## config.mk

```make
export PLATFORM = sky130hd
export DESIGN_NAME = sram_stream_ctrl
export DESIGN_NICKNAME = d
export VERILOG_FILES = /design/src/rtl/nov_sram_pkg.sv /design/src/rtl/sram_rd_fifo.sv /design/src/rtl/sram_stream_ctrl.sv
export SDC_FILE = /design/constraint.sdc
export NUM_CORES = 1
export LEC_CHECK = 0
export BUFFER_PORTS_ARGS = -buffer_cell sky130_fd_sc_hd__clkbuf_2
export CAP_MARGIN = 20
export CORE_ASPECT_RATIO = 0.7
export CORE_UTILIZATION = 45
export CTS_CLUSTER_DIAMETER = 60
export DETAILED_ROUTE_END_ITERATION = 10
export GPL_TIMING_DRIVEN = 0
export PLACE_DENSITY = 0.74
export SETUP_SLACK_MARGIN = 0.05
export SYNTH_ARGS = -nofsm -noshare
export SYNTH_HDL_FRONTEND = slang
export SYNTH_SLANG_ARGS = --single-unit
```

## constraint.sdc

```tcl
create_clock -name clk -period 2.46 [get_ports clk]
set_input_delay 0.123 -clock clk [delete_from_list [all_inputs] [get_ports clk]]
set_output_delay 0.123 -clock clk [all_outputs]
set_load 0.005 [all_outputs]
```

## src/rtl/nov_sram_pkg.sv

```systemverilog
// Shared types and constants for the SRAM stream controller slice.
// The read latency here must match the sram_sp_sky130 wrapper it drives.
package nov_sram_pkg;

  localparam int RD_LAT       = 2;
  localparam int IDATA_WIDTH  = 8;
  localparam int MAC_MULT_NUM = 4;

  typedef enum logic [2:0] {
    IDLE,
    WRITE,
    READ,
    DRAIN,
    DONE
  } sram_ctrl_state_t;

endpackage

```

## src/rtl/sram_rd_fifo.sv

```systemverilog
// First-word-fall-through skid FIFO that absorbs SRAM read data.
// The head word is visible on rdata whenever empty is low.
module sram_rd_fifo #(
  parameter int WIDTH = 32,
  parameter int DEPTH = 4,
  localparam int PTR_BIT = (DEPTH > 1) ? $clog2(DEPTH) : 1,
  localparam int CNT_BIT = $clog2(DEPTH + 1)
) (
  input  logic               clk,
  input  logic               rst,
  input  logic               push,
  input  logic [WIDTH-1:0]   wdata,
  input  logic               pop,
  output logic [WIDTH-1:0]   rdata,
  output logic [CNT_BIT-1:0] count,
  output logic               empty,
  output logic               full
);

  logic [WIDTH-1:0]   mem_q [DEPTH];
  logic [PTR_BIT-1:0] wr_ptr_q, wr_ptr_d;
  logic [PTR_BIT-1:0] rd_ptr_q, rd_ptr_d;
  logic [CNT_BIT-1:0] count_q, count_d;

  // Pointers wrap explicitly so non-power-of-two depths also work.
  function automatic logic [PTR_BIT-1:0] ptr_inc(input logic [PTR_BIT-1:0] p);
    return (p == PTR_BIT'(DEPTH - 1)) ? '0 : p + 1'b1;
  endfunction

  always_comb begin
    wr_ptr_d = wr_ptr_q;
    rd_ptr_d = rd_ptr_q;
    count_d  = count_q;
    if (push) wr_ptr_d = ptr_inc(wr_ptr_q);
    if (pop)  rd_ptr_d = ptr_inc(rd_ptr_q);
    case ({push, pop})
      2'b10:   count_d = count_q + 1'b1;
      2'b01:   count_d = count_q - 1'b1;
      default: count_d = count_q;
    endcase
  end

  always_ff @(posedge clk) begin
    if (rst) begin
      wr_ptr_q <= '0;
      rd_ptr_q <= '0;
      count_q  <= '0;
    end else begin
      wr_ptr_q <= wr_ptr_d;
      rd_ptr_q <= rd_ptr_d;
      count_q  <= count_d;
    end
  end

  always_ff @(posedge clk) begin
    if (push) mem_q[wr_ptr_q] <= wdata;
  end

  assign rdata = mem_q[rd_ptr_q];
  assign count = count_q;
  assign empty = (count_q == '0);
  assign full  = (count_q == CNT_BIT'(DEPTH));

endmodule

```

## src/rtl/sram_stream_ctrl.sv

```systemverilog
// Command-driven block mover between one single-port SRAM and valid/ready streams.
// Reads are credit-limited so the skid FIFO can never overflow under backpressure.
module sram_stream_ctrl
  import nov_sram_pkg::*;
#(
  parameter int DATA_BIT   = IDATA_WIDTH * MAC_MULT_NUM,
  parameter int DEPTH      = 128,
  parameter int ADDR_BIT   = $clog2(DEPTH),
  parameter int FIFO_DEPTH = 4
) (
  input  logic                clk,
  input  logic                rst,
  input  logic                cmd_valid,
  output logic                cmd_ready,
  input  logic                cmd_write,
  input  logic [ADDR_BIT-1:0] cmd_addr,
  input  logic [ADDR_BIT:0]   cmd_len,
  input  logic                wr_valid,
  output logic                wr_ready,
  input  logic [DATA_BIT-1:0] wr_data,
  output logic                rd_valid,
  input  logic                rd_ready,
  output logic [DATA_BIT-1:0] rd_data,
  output logic                busy,
  output logic                done,
  output logic [ADDR_BIT-1:0] mem_addr,
  output logic                mem_wen,
  output logic                mem_ren,
  output logic [DATA_BIT-1:0] mem_wdata,
  input  logic [DATA_BIT-1:0] mem_rdata
);

  localparam int CNT_BIT = $clog2(FIFO_DEPTH + 1);

  sram_ctrl_state_t    state_q, state_d;
  logic [ADDR_BIT-1:0] cur_addr_q, cur_addr_d;
  logic [ADDR_BIT:0]   remain_q, remain_d;
  logic [RD_LAT-1:0]   inflight_q, inflight_d;

  logic               wr_fire;
  logic               rd_issue;
  logic               credit_ok;
  logic [CNT_BIT:0]   inflight_cnt;
  logic [CNT_BIT-1:0] fifo_count;
  logic               fifo_empty;
  logic               fifo_full;
  logic               fifo_push;
  logic               fifo_pop;

  function automatic logic [ADDR_BIT-1:0] addr_inc(input logic [ADDR_BIT-1:0] a);
    return (a == ADDR_BIT'(DEPTH - 1)) ? '0 : a + 1'b1;
  endfunction

  // Credits count both buffered words and reads still in the SRAM pipeline.
  always_comb begin
    inflight_cnt = '0;
    for (int i = 0; i < RD_LAT; i++) begin
      inflight_cnt = inflight_cnt + (CNT_BIT + 1)'(inflight_q[i]);
    end
  end

  assign credit_ok = !fifo_full &&
                     (((CNT_BIT + 1)'(fifo_count) + inflight_cnt) < (CNT_BIT + 1)'(FIFO_DEPTH));

  always_ff @(posedge clk) begin
    if (rst) begin
      state_q    <= IDLE;
      cur_addr_q <= '0;
      remain_q   <= '0;
      inflight_q <= '0;
    end else begin
      state_q    <= state_d;
      cur_addr_q <= cur_addr_d;
      remain_q   <= remain_d;
      inflight_q <= inflight_d;
    end
  end

  always_comb begin
    state_d    = state_q;
    cur_addr_d = cur_addr_q;
    remain_d   = remain_q;
    unique case (state_q)
      IDLE: begin
        if (cmd_valid) begin
          cur_addr_d = cmd_addr;
          remain_d   = cmd_len;
          if (cmd_len == '0)  state_d = DONE;
          else if (cmd_write) state_d = WRITE;
          else                state_d = READ;
        end
      end
      WRITE: begin
        if (wr_fire) begin
          cur_addr_d = addr_inc(cur_addr_q);
          remain_d   = remain_q - 1'b1;
          if (remain_q == (ADDR_BIT + 1)'(1)) state_d = DONE;
        end
      end
      READ: begin
        if (rd_issue) begin
          cur_addr_d = addr_inc(cur_addr_q);
          remain_d   = remain_q - 1'b1;
          if (remain_q == (ADDR_BIT + 1)'(1)) state_d = DRAIN;
        end
      end
      DRAIN: begin
        if ((inflight_q == '0) && fifo_empty) state_d = DONE;
      end
      DONE:    state_d = IDLE;
      default: state_d = IDLE;
    endcase
  end

  always_comb begin
    cmd_ready = (state_q == IDLE);
    busy      = (state_q != IDLE);
    done      = (state_q == DONE);
    wr_ready  = (state_q == WRITE);
    wr_fire   = (state_q == WRITE) && wr_valid;
    rd_issue  = (state_q == READ) && credit_ok;
    mem_wen   = wr_fire;
    mem_ren   = rd_issue;
    mem_addr  = cur_addr_q;
    mem_wdata = wr_fire ? wr_data : '0;
  end

  assign inflight_d[0] = rd_issue;
  generate
    for (genvar gi = 1; gi < RD_LAT; gi++) begin : g_inflight
      assign inflight_d[gi] = inflight_q[gi-1];
    end
  endgenerate

  assign fifo_push = inflight_q[RD_LAT-1];
  assign fifo_pop  = rd_valid && rd_ready;
  assign rd_valid  = !fifo_empty;

  sram_rd_fifo #(
    .WIDTH (DATA_BIT),
    .DEPTH (FIFO_DEPTH)
  ) u_rd_fifo (
    .clk   (clk),
    .rst   (rst),
    .push  (fifo_push),
    .wdata (mem_rdata),
    .pop   (fifo_pop),
    .rdata (rd_data),
    .count (fifo_count),
    .empty (fifo_empty),
    .full  (fifo_full)
  );

endmodule

```

# After elaboration in Yosys (flattened, before gate mapping)
# Memories as Yosys holds them, arrays and structs flattened. A register that Yosys moved wholly into a read port is not among the register bits.
# Cells that the tools add are included.
[word_totals] ff_bits=27 latch_bits=0 ram_bits=128 mem_bits_ro=0 in_bits=85 output_inout_bits=78 wordCells=76 memories=1
[op_classes] addsub=8 n_mul=0 div_mod_pow=0 n_lt_le_gt_ge=1 eq_ne=17 n_shift=0 n_mux=26 bitwise_logic=0 n_reduce_logical=16
[memory_table] name="u_rd_fifo.mem_q" depth=4 width=32 rd=1 rd_clocked_by_memory_dff=1 wr=1 line_no="sram_rd_fifo.sv:20" rtl="logic [WIDTH-1:0] mem_q [DEPTH];"
[op_table] op="$mux 32" n=1
[op_table] op="$mux 7" n=4
[op_table] op="$mux 8" n=3
[op_table] op="$pmux 8 s3" n=1
[op_table] op="$mux 3" n=7
[op_table] op="$pmux 7 s3" n=1
[op_table] op="$pmux 3 s4" n=1
[op_table] op="$mux 2" n=5
[op_table] op="$eq 8x1->1 const B" n=1
[op_table] op="$logic_not 8->1" n=1
[op_table] op="$ne 2x2->1 const B" n=4
[op_table] op="$sub 8x1->8 const B" n=1
[op_table] op="$add 7x1->7 const B" n=1
[op_table] op="$eq 7x7->1 const B" n=1
[op_table] op="$eq 2x2->1 const B" n=3
[op_table] op="$eq 3x2->1 const B" n=2
[op_table] op="$eq 3x3->1 const B" n=2
[op_table] op="$logic_not 3->1" n=2
[op_table] op="$pmux 3 s2" n=1
[op_table] op="$reduce_and 6->1" n=1
[op_table] op="$reduce_bool 3->1" n=2
[op_table] op="$logic_and 1x1->1" n=5
[op_table] op="$add 2x1->2 const B" n=2
[op_table] op="$add 3x2->4" n=1
[op_table] op="12 further kinds" n=15

# Depth between registers and ports, before layout
# Gate-level depths: netlist (run 1).
[depth] depth_word=7 mapped_depth=9 ltp_nobuf=9

# Modules after synthesis
# Synthesis (run 1) repeated with hierarchy kept, for this count alone.
[hier_totals] cells_unflattened=423 hier_area_um2=6752.7
[modules_own_cells] mod="sram_rd_fifo" n_inst=1 cells_each=215 area_per_inst_um2=5106.1 seq_area_each_um2=4023.9
[modules_own_cells] mod="sram_stream_ctrl" n_inst=1 cells_each=208 area_per_inst_um2=1646.6 seq_area_each_um2=400.4

# Worst setup path after synthesis (run 1)
# No wires, ideal clock.
[synth_path] path_type="register -> register" from="register u_rd_fifo.count_q[1] (netlist: u_rd_fifo.count[1])" to="register u_rd_fifo.count_q[2] (netlist: u_rd_fifo.count[2])" setup_ps=71 t_arrival_ps=1842 t_required_ps=2389 setup_slack_ps=547 stages_incl_launch_ff=10 path_buffers=0 period_less_slack_ps=1913 cell_sequence="dfxtp_1 > or3_1 > nand2_1 > inv_1 > ha_1 > inv_1 > fa_1 > xor2_1 > or3_1 > a21oi_1"
[synth_via] elab_chain_cells=5 elab_cells_between_ends=9 cone_classes="add/sub (2); eq/ne (2); mux (1); reduce/logical (4)"
[synth_rtl] item="from (decl)" line_no="sram_rd_fifo.sv:23" rtl="logic [CNT_BIT-1:0] count_q, count_d;"
[synth_rtl] item="from (signal assigned)" line_no="sram_rd_fifo.sv:51" rtl="count_q <= count_d;"
[synth_rtl] item="$logic_not 3->1 *" line_no="sram_rd_fifo.sv:61" rtl="assign empty = (count_q == '0);"
[synth_rtl] item="$logic_not 1->1 *" line_no="sram_stream_ctrl.sv:137" rtl="assign rd_valid = !fifo_empty;"
[synth_rtl] item="via rd_valid" line_no="sram_stream_ctrl.sv:21" rtl="output logic rd_valid,"
[synth_rtl] item="$logic_and 1x1->1 *" line_no="sram_stream_ctrl.sv:136" rtl="assign fifo_pop = rd_valid && rd_ready;"
[synth_rtl] item="$eq 2x1->1 / $eq 2x2->1 (equally long branches)" line_no="sram_rd_fifo.sv:36" rtl="case ({push, pop})"
[synth_rtl] item="$pmux 3 s2 / $reduce_bool 2->1 (equally long branches)"
# The timed path passes the listed nets; every way through them passes the cells marked *.
# A chain may end at the register's enable or synchronous reset.

# Final worst setup path (run 1)
[layout_path] from="register state_q[2]" to="output port cmd_ready"
[layout_via] elab_chain_cells=1
[layout_rtl] item="from (decl)" line_no="sram_stream_ctrl.sv:35" rtl="sram_ctrl_state_t state_q, state_d;"
[layout_rtl] item="from (signal assigned)" line_no="sram_stream_ctrl.sv:72" rtl="state_q <= state_d;"
[layout_rtl] item="$logic_not 3->1" line_no="sram_stream_ctrl.sv:116" rtl="cmd_ready = (state_q == IDLE);"
[layout_rtl] item="to (decl)" line_no="sram_stream_ctrl.sv:14" rtl="output logic cmd_ready,"
# Every way passes these cells.

==> impl_metrics.env, run 1 <==
export IMPL_core_area_um2=14100
export IMPL_start_util=0.469
export IMPL_avgSynthCellArea_um2=15.7
export IMPL_wirelength_um=15100
export IMPL_startpoint_type="flop"
export IMPL_synthesis_nets=519
export IMPL_outcome="finished clean"
export IMPL_synth_ff_type="edfxtp_1"
export IMPL_antenna_found_initial=0
export IMPL_drc=0
export IMPL_p_sw_frac=0.310
export IMPL_hold_ws_ps=36.4
export IMPL_num_vias=4644
export IMPL_fin_ws_ps=241
export IMPL_grt_start_max_net_pins=33
export IMPL_worst_clock_skew_ps=9.51
export IMPL_grt_util_all_layers=0.207
export IMPL_setup_tns_ps=0
export IMPL_timing_hold_violations_final=0
export IMPL_maxSlewHeadroom=0.404
export IMPL_ir_drop_v=0.000482
export IMPL_cts_htree_levels=4
export IMPL_min_period_ps=2220
export IMPL_fmax_mhz=451
export IMPL_endpoint_kind="output pin"
export IMPL_p_leak_nw=3.31
export IMPL_ys_types=49
export IMPL_crit_path_top_delay_cell="clkbuf_1"
export IMPL_cpPeakStageDelay_ps=460
export IMPL_vias_per_cell=5.53
export IMPL_switchingPower_w=0.00242
export IMPL_required_ps=2340
export IMPL_tightest_slew_ps=894
export IMPL_die_w_um=147
export IMPL_setup_viol=0
export IMPL_path_clk_slew_ps=70
export IMPL_rows=36
export IMPL_gp_routability_congestion=0.856
export IMPL_p_comb_frac=0.254
export IMPL_antennaDiodeCount=0
export IMPL_drt_iter0_drc=353
export IMPL_grt_setup_unrepaired="no"
export IMPL_ant_nets=0
export IMPL_powerDensity_nw_per_um2=904
export IMPL_ys_ff_latch=157
export IMPL_cp_common_cell="clkbuf_1"
export IMPL_clkPwrFrac=0.334
export IMPL_synth_edf_count=128
export IMPL_hpwl_um=10000
export IMPL_drive_gt1_frac=0.371
export IMPL_design_area_um2=8620
export IMPL_post_drt_wl_per_cell_um=18.0
export IMPL_drv_slew=0
export IMPL_post_cts_buffers=0
export IMPL_critPathMaxFanout=10
export IMPL_clk_path_buf_depth=2
export IMPL_min_period_over_period=0.902
export IMPL_syn_area_um2=6630
export IMPL_root_buffer="clkbuf_16"
export IMPL_area_growth_pct=30.0
export IMPL_grt_pass1_wl_um=23900
export IMPL_io_pins=163
export IMPL_hold_class="in -> reg"
export IMPL_dieArea_um2=15200
export IMPL_cts_inserted_buffers=17
export IMPL_ys_warn_count=0
export IMPL_cts_sinks=157
export IMPL_nets=733
export IMPL_mostFrequentLayoutCell="clkbuf_2"
export IMPL_power_internal_w=0.00538
export IMPL_first_pass_iters=5
export IMPL_critical_path_arrival_ps=2100
export IMPL_grt_pass1_vias=4676
export IMPL_ys_async_sr_fraction=0
export IMPL_cts_tree="done"
export IMPL_die_y_um=104
export IMPL_dp_slack_ps=381
export IMPL_clk_latency_ps=430
export IMPL_seq_area_frac_synth=0.667
export IMPL_overflow=0
export IMPL_synth_cells=423
export IMPL_p_seq_frac=0.412
export IMPL_io_buffers=161
export IMPL_mostFrequentLayoutCells="162 x clkbuf_2, 128 x edfxtp_1, 34 x dlygate4sd3_1, 33 x and3_1, 32 x mux4_2"
export IMPL_crit_chain="clkbuf_1 -> clkbuf_1 -> or3_1 -> inv_1 -> clkbuf_2"
export IMPL_fin_util=0.610
export IMPL_path_class="reg -> out"
export IMPL_drv_cap=0
export IMPL_place_area_um2=7680
-- final cells by class --
type / instances / area (µm²)
plain buffers: 27 / 116
clock buffers: 17 / 425
clock inverters: 15 / 171
fillers: 1080 / 5520
inverters: 13 / 48.8
multi-input cells: 226 / 2050
flip-flops and latches: 157 / 4420
well taps: 190 / 238
repair buffers: 195 / 1150
-- registers in the layout, indices dropped and copies added (netlist names), named ones only --
name / count
u_rd_fifo.count: 3
u_rd_fifo.mem_q: 128
inflight_q: 2
u_rd_fifo.wr_ptr_q: 2
state_q: 3
u_rd_fifo.rd_ptr_q: 2
mem_addr: 7
remain_q: 8
-- routing by layer --
metal	share of wire	vias to the layer above	routed length, µm	global-route usage
met5	0	-	0	0
met3	0.061	19	923	0.0414
met2	0.51	217	7630	0.353
met4	0.016	0	237	0.0906
met1	0.42	2269	6290	0.254
li1	-	2139	-	-
-- through the flow --
step	total power [W]	cells
finish	0.00779	840
detailed placement	0.00515	774
CTS	0.00779	840
global placement	0.00508	774
global route	0.00815	840
floorplan	0.00450	423
-- logic make-up after synthesis --
kind of cell / share of synthesized area
buffers and inverters: 0.0247
AOI/OAI and AO/OA: 0.0673
adders and majority gates: 0.0219
and+or+nand+nor: 0.100
muxes: 0.115
xor gates and xnor gates: 0.00396
DFF: 0.667
-- power by group through the flow --
stage	Sequential (W)	Combinational (W)	Clock, W
floorplan	0.00322	0.00128	0
CTS	0.00320	0.00195	0.00263
global route	0.00323	0.00217	0.00275
finish	0.00321	0.00198	0.00260
detailed placement	0.00326	0.00190	0
global placement	0.00325	0.00183	0
-- final timing paths --
kind	from	to	slack, ps	cells past startpoint
max	state_q[2]	cmd_ready	240	5
min	cmd_addr[3]	mem_addr[3]	40	3
max reg2reg	u_rd_fifo.count[0]	remain_q[5]	300	6
min reg2reg	inflight_q[0]	inflight_q[1]	490	1
-- timing repair --
item	4_1_cts	5_1_grt
endpoints found under the hold margin	131	0
gates cloned	0	0
setup endpoints to repair	9	8
hold buffers	34	0
resized for setup	1	2
-- cell usage after synthesis (3+ instances only) --
master | n | area [µm²]
or3_1 | 6 | 37.5
inv_1 | 12 | 45.0
a22oi_1 | 8 | 60.1
and2_1 | 7 | 43.8
nor3_1 | 8 | 40.0
mux4_2 | 32 | 721
o32ai_1 | 14 | 123
dfxtp_1 | 29 | 581
clkbuf_1 | 20 | 75.1
nor2_1 | 11 | 41.3
nor4_1 | 10 | 62.6
ha_1 | 10 | 125
edfxtp_1 | 128 | 3840
mux2i_1 | 4 | 40.0
a211oi_1 | 5 | 37.5
o21ai_0 | 4 | 20.0
a21oi_1 | 14 | 70.1
and3_1 | 33 | 206
nand3_1 | 3 | 15.0
nand2_1 | 11 | 41.3
nand2b_1 | 13 | 81.3
buf_2 | 5 | 25.0
a2bb2oi_1 | 4 | 35.0
-- critical path: cells and delay by family, from the launching register on --
| kind | cells | cell delay [ps] |
|---|---|---|
| buffers and inverters | 4 | 1040 |
| flip-flops | 1 | 390 |
| AND/OR/NAND/NOR | 1 | 240 |
Power figures use the tool's default switching activity.
==> run 2: changes to the inputs <==
- REMOVE_ABC_BUFFERS: default -> 1
==> run 2 against run 1 <==
Maximum frequency decreased by 4.0%. Clock skew increased by 3.5 ps. Sequential share of layout area increased by 0.25 points. Routed wire length increased by 0.13%. Total power increased by 1.0%. Non-clock buffer count decreased by 24. Critical endpoint is now mem_ren.
==> impl_metrics.env, run 2 (synthesized netlist as in run 1, its figures left out) <==
export IMPL_outcome="finished clean"
export IMPL_vias_per_cell=5.58
export IMPL_powerDensity_nw_per_um2=917
export IMPL_maxSlewHeadroom=0.396
export IMPL_endpoint_kind="output pin"
export IMPL_post_drt_wl_per_cell_um=18.5
export IMPL_worst_clock_skew_ps=13.0
export IMPL_overflow=0
export IMPL_area_growth_pct=29.5
export IMPL_grt_util_all_layers=0.207
export IMPL_crit_path_top_delay_cell="a2111o_2"
export IMPL_root_buffer="clkbuf_16"
export IMPL_tightest_slew_ps=905
export IMPL_path_class="reg -> out"
export IMPL_min_period_ps=2310
export IMPL_met1_usage=0.247
export IMPL_top_register="u_rd_fifo.mem_q"
export IMPL_post_cts_buffers=0
export IMPL_ant_nets=0
export IMPL_rrSetupSlack_ps=200
export IMPL_setup_viol=0
export IMPL_mostFrequentLayoutCells="162 x clkbuf_2, 128 x edfxtp_1, 34 x dlygate4sd3_1, 33 x and3_1, 32 x mux4_2"
export IMPL_drive_gt1_frac=0.385
export IMPL_busiest_layer="met2"
export IMPL_drv_cap=0
export IMPL_critical_path_arrival_ps=2190
export IMPL_cts_inserted_buffers=17
export IMPL_setup_tns_ps=0
export IMPL_total_power_w=0.00787
export IMPL_largest_reg_flops=128
export IMPL_rows=36
export IMPL_grt_start_max_net_pins=38
export IMPL_multiInputGateArea_um2=2060
export IMPL_hold_ws_ps=15.2
export IMPL_grtUsageMet2=0.360
export IMPL_start_util=0.469
export IMPL_cts_tree="done"
export IMPL_dieArea_um2=15200
export IMPL_met3_usage=0.0432
export IMPL_hold_class="in -> reg"
export IMPL_num_vias=4563
export IMPL_cts_htree_levels=4
export IMPL_path_clk_slew_ps=70
export IMPL_first_pass_iters=5
export IMPL_drv_slew=0
export IMPL_drt_iter0_drc=335
export IMPL_required_ps=2340
export IMPL_cts_sinks=157
export IMPL_gp_routability_congestion=0.839
export IMPL_fmax_mhz=433
export IMPL_nFillCells=1065
export IMPL_crit_chain="ha_1 -> a21o_1 -> a2111o_2 -> inv_2 -> clkbuf_2"
export IMPL_wirelength_um=15100
export IMPL_critPathMaxFanout=13
export IMPL_nets=709
export IMPL_cpPeakStageDelay_ps=630
export IMPL_io_buffers=162
export IMPL_timing_hold_violations_final=0
export IMPL_ir_drop_v=0.000585
export IMPL_grt_pass1_vias=4605
export IMPL_hpwl_um=9440
export IMPL_drc=0
export IMPL_p_leak_nw=3.30
export IMPL_antenna_found_initial=2
export IMPL_grt_setup_unrepaired="no"
export IMPL_grt_pass1_wl_um=23800
export IMPL_clk_path_buf_depth=2
export IMPL_min_period_over_period=0.939
export IMPL_die_y_um=104
export IMPL_clk_latency_ps=420
export IMPL_fin_util=0.607
export IMPL_regArea_um2=4430
export IMPL_startpoint_type="flop"
export IMPL_io_pins=163
export IMPL_core_area_um2=14100
export IMPL_mostFrequentLayoutCell="clkbuf_2"
export IMPL_die_w_um=147
run 2: changes by cell type in the layout (fill, tap and decap cells not counted), moves of 2 or more:
cell,before,now
clkinv_8,2,0
diode_2,0,2
clkinvlp_4,3,0
bufinv_16,1,3
dfxtp_2,0,2
buf_2,5,0
clkbuf_1,19,1
dfxtp_1,29,27
run 2: layout make-up:
type,count,share of cell area
flip-flops and latches,157,0.516
diodes,2,0.000583
inverters,13,0.00568
clock inverters,14,0.0226
multi-input cells,226,0.240
clock buffers,18,0.0500
well taps,190,0.0277
repair buffers,198,0.138
run 2: worst paths after layout:
path	start	endpoint	depth (start not counted)
max reg2reg	state_q[1]	remain_q[0]	4
min reg2reg	inflight_q[0]	inflight_q[1]	1
min	cmd_addr[3]	mem_addr[3]	3
max	u_rd_fifo.count[0]	mem_ren	5
run 2: timing repair:
item | 4_1_cts | 5_1_grt
setup endpoints to repair | 17 | 5
resized for setup | 2 | 2
endpoints found under the hold margin | 131 | 0
hold buffers | 34 | 0
run 2: worst max-delay path, delay by kind of cell, from the launching register on:
family | cells | cell delay [ps]
compound gates | 2 | 840
buf+inv | 2 | 290
fa+ha+maj | 1 | 250
flops | 1 | 380
run 2: report_power, final:
| part | internal, W | switching [W] | leakage (nW) | total [W] |
|---|---|---|---|---|
| Clock | 0.00164 | 0.00112 | 0.307 | 0.00276 |
| Sequential | 0.00304 | 0.000232 | 1.39 | 0.00328 |
| Combinational | 0.000858 | 0.000980 | 1.60 | 0.00184 |
| Total | 0.00554 | 0.00233 | 3.30 | 0.00787 |
run 2: metrics by stage:
| step | cells | instance area, µm² | setup slack (ps) |
|---|---|---|---|
| after global routing | 818 | 8590 | 62.3 |
| after floorplan | 396 | 6520 | 154 |
| final | 818 | 8590 | 149 |
| after global placement | 748 | 7570 | -507 |
| after detailed placement | 750 | 7610 | -513 |
| after CTS | 816 | 8580 | 98.6 |
run 2: layer usage:
| metal | share of wire | up-vias | wire length, µm |
|---|---|---|---|
| li1 | - | 2084 | - |
| met1 | 0.40 | 2240 | 6090 |
| met2 | 0.51 | 207 | 7710 |
| met3 | 0.055 | 32 | 829 |
| met4 | 0.031 | 0 | 474 |
| met5 | 0 | - | 0 |
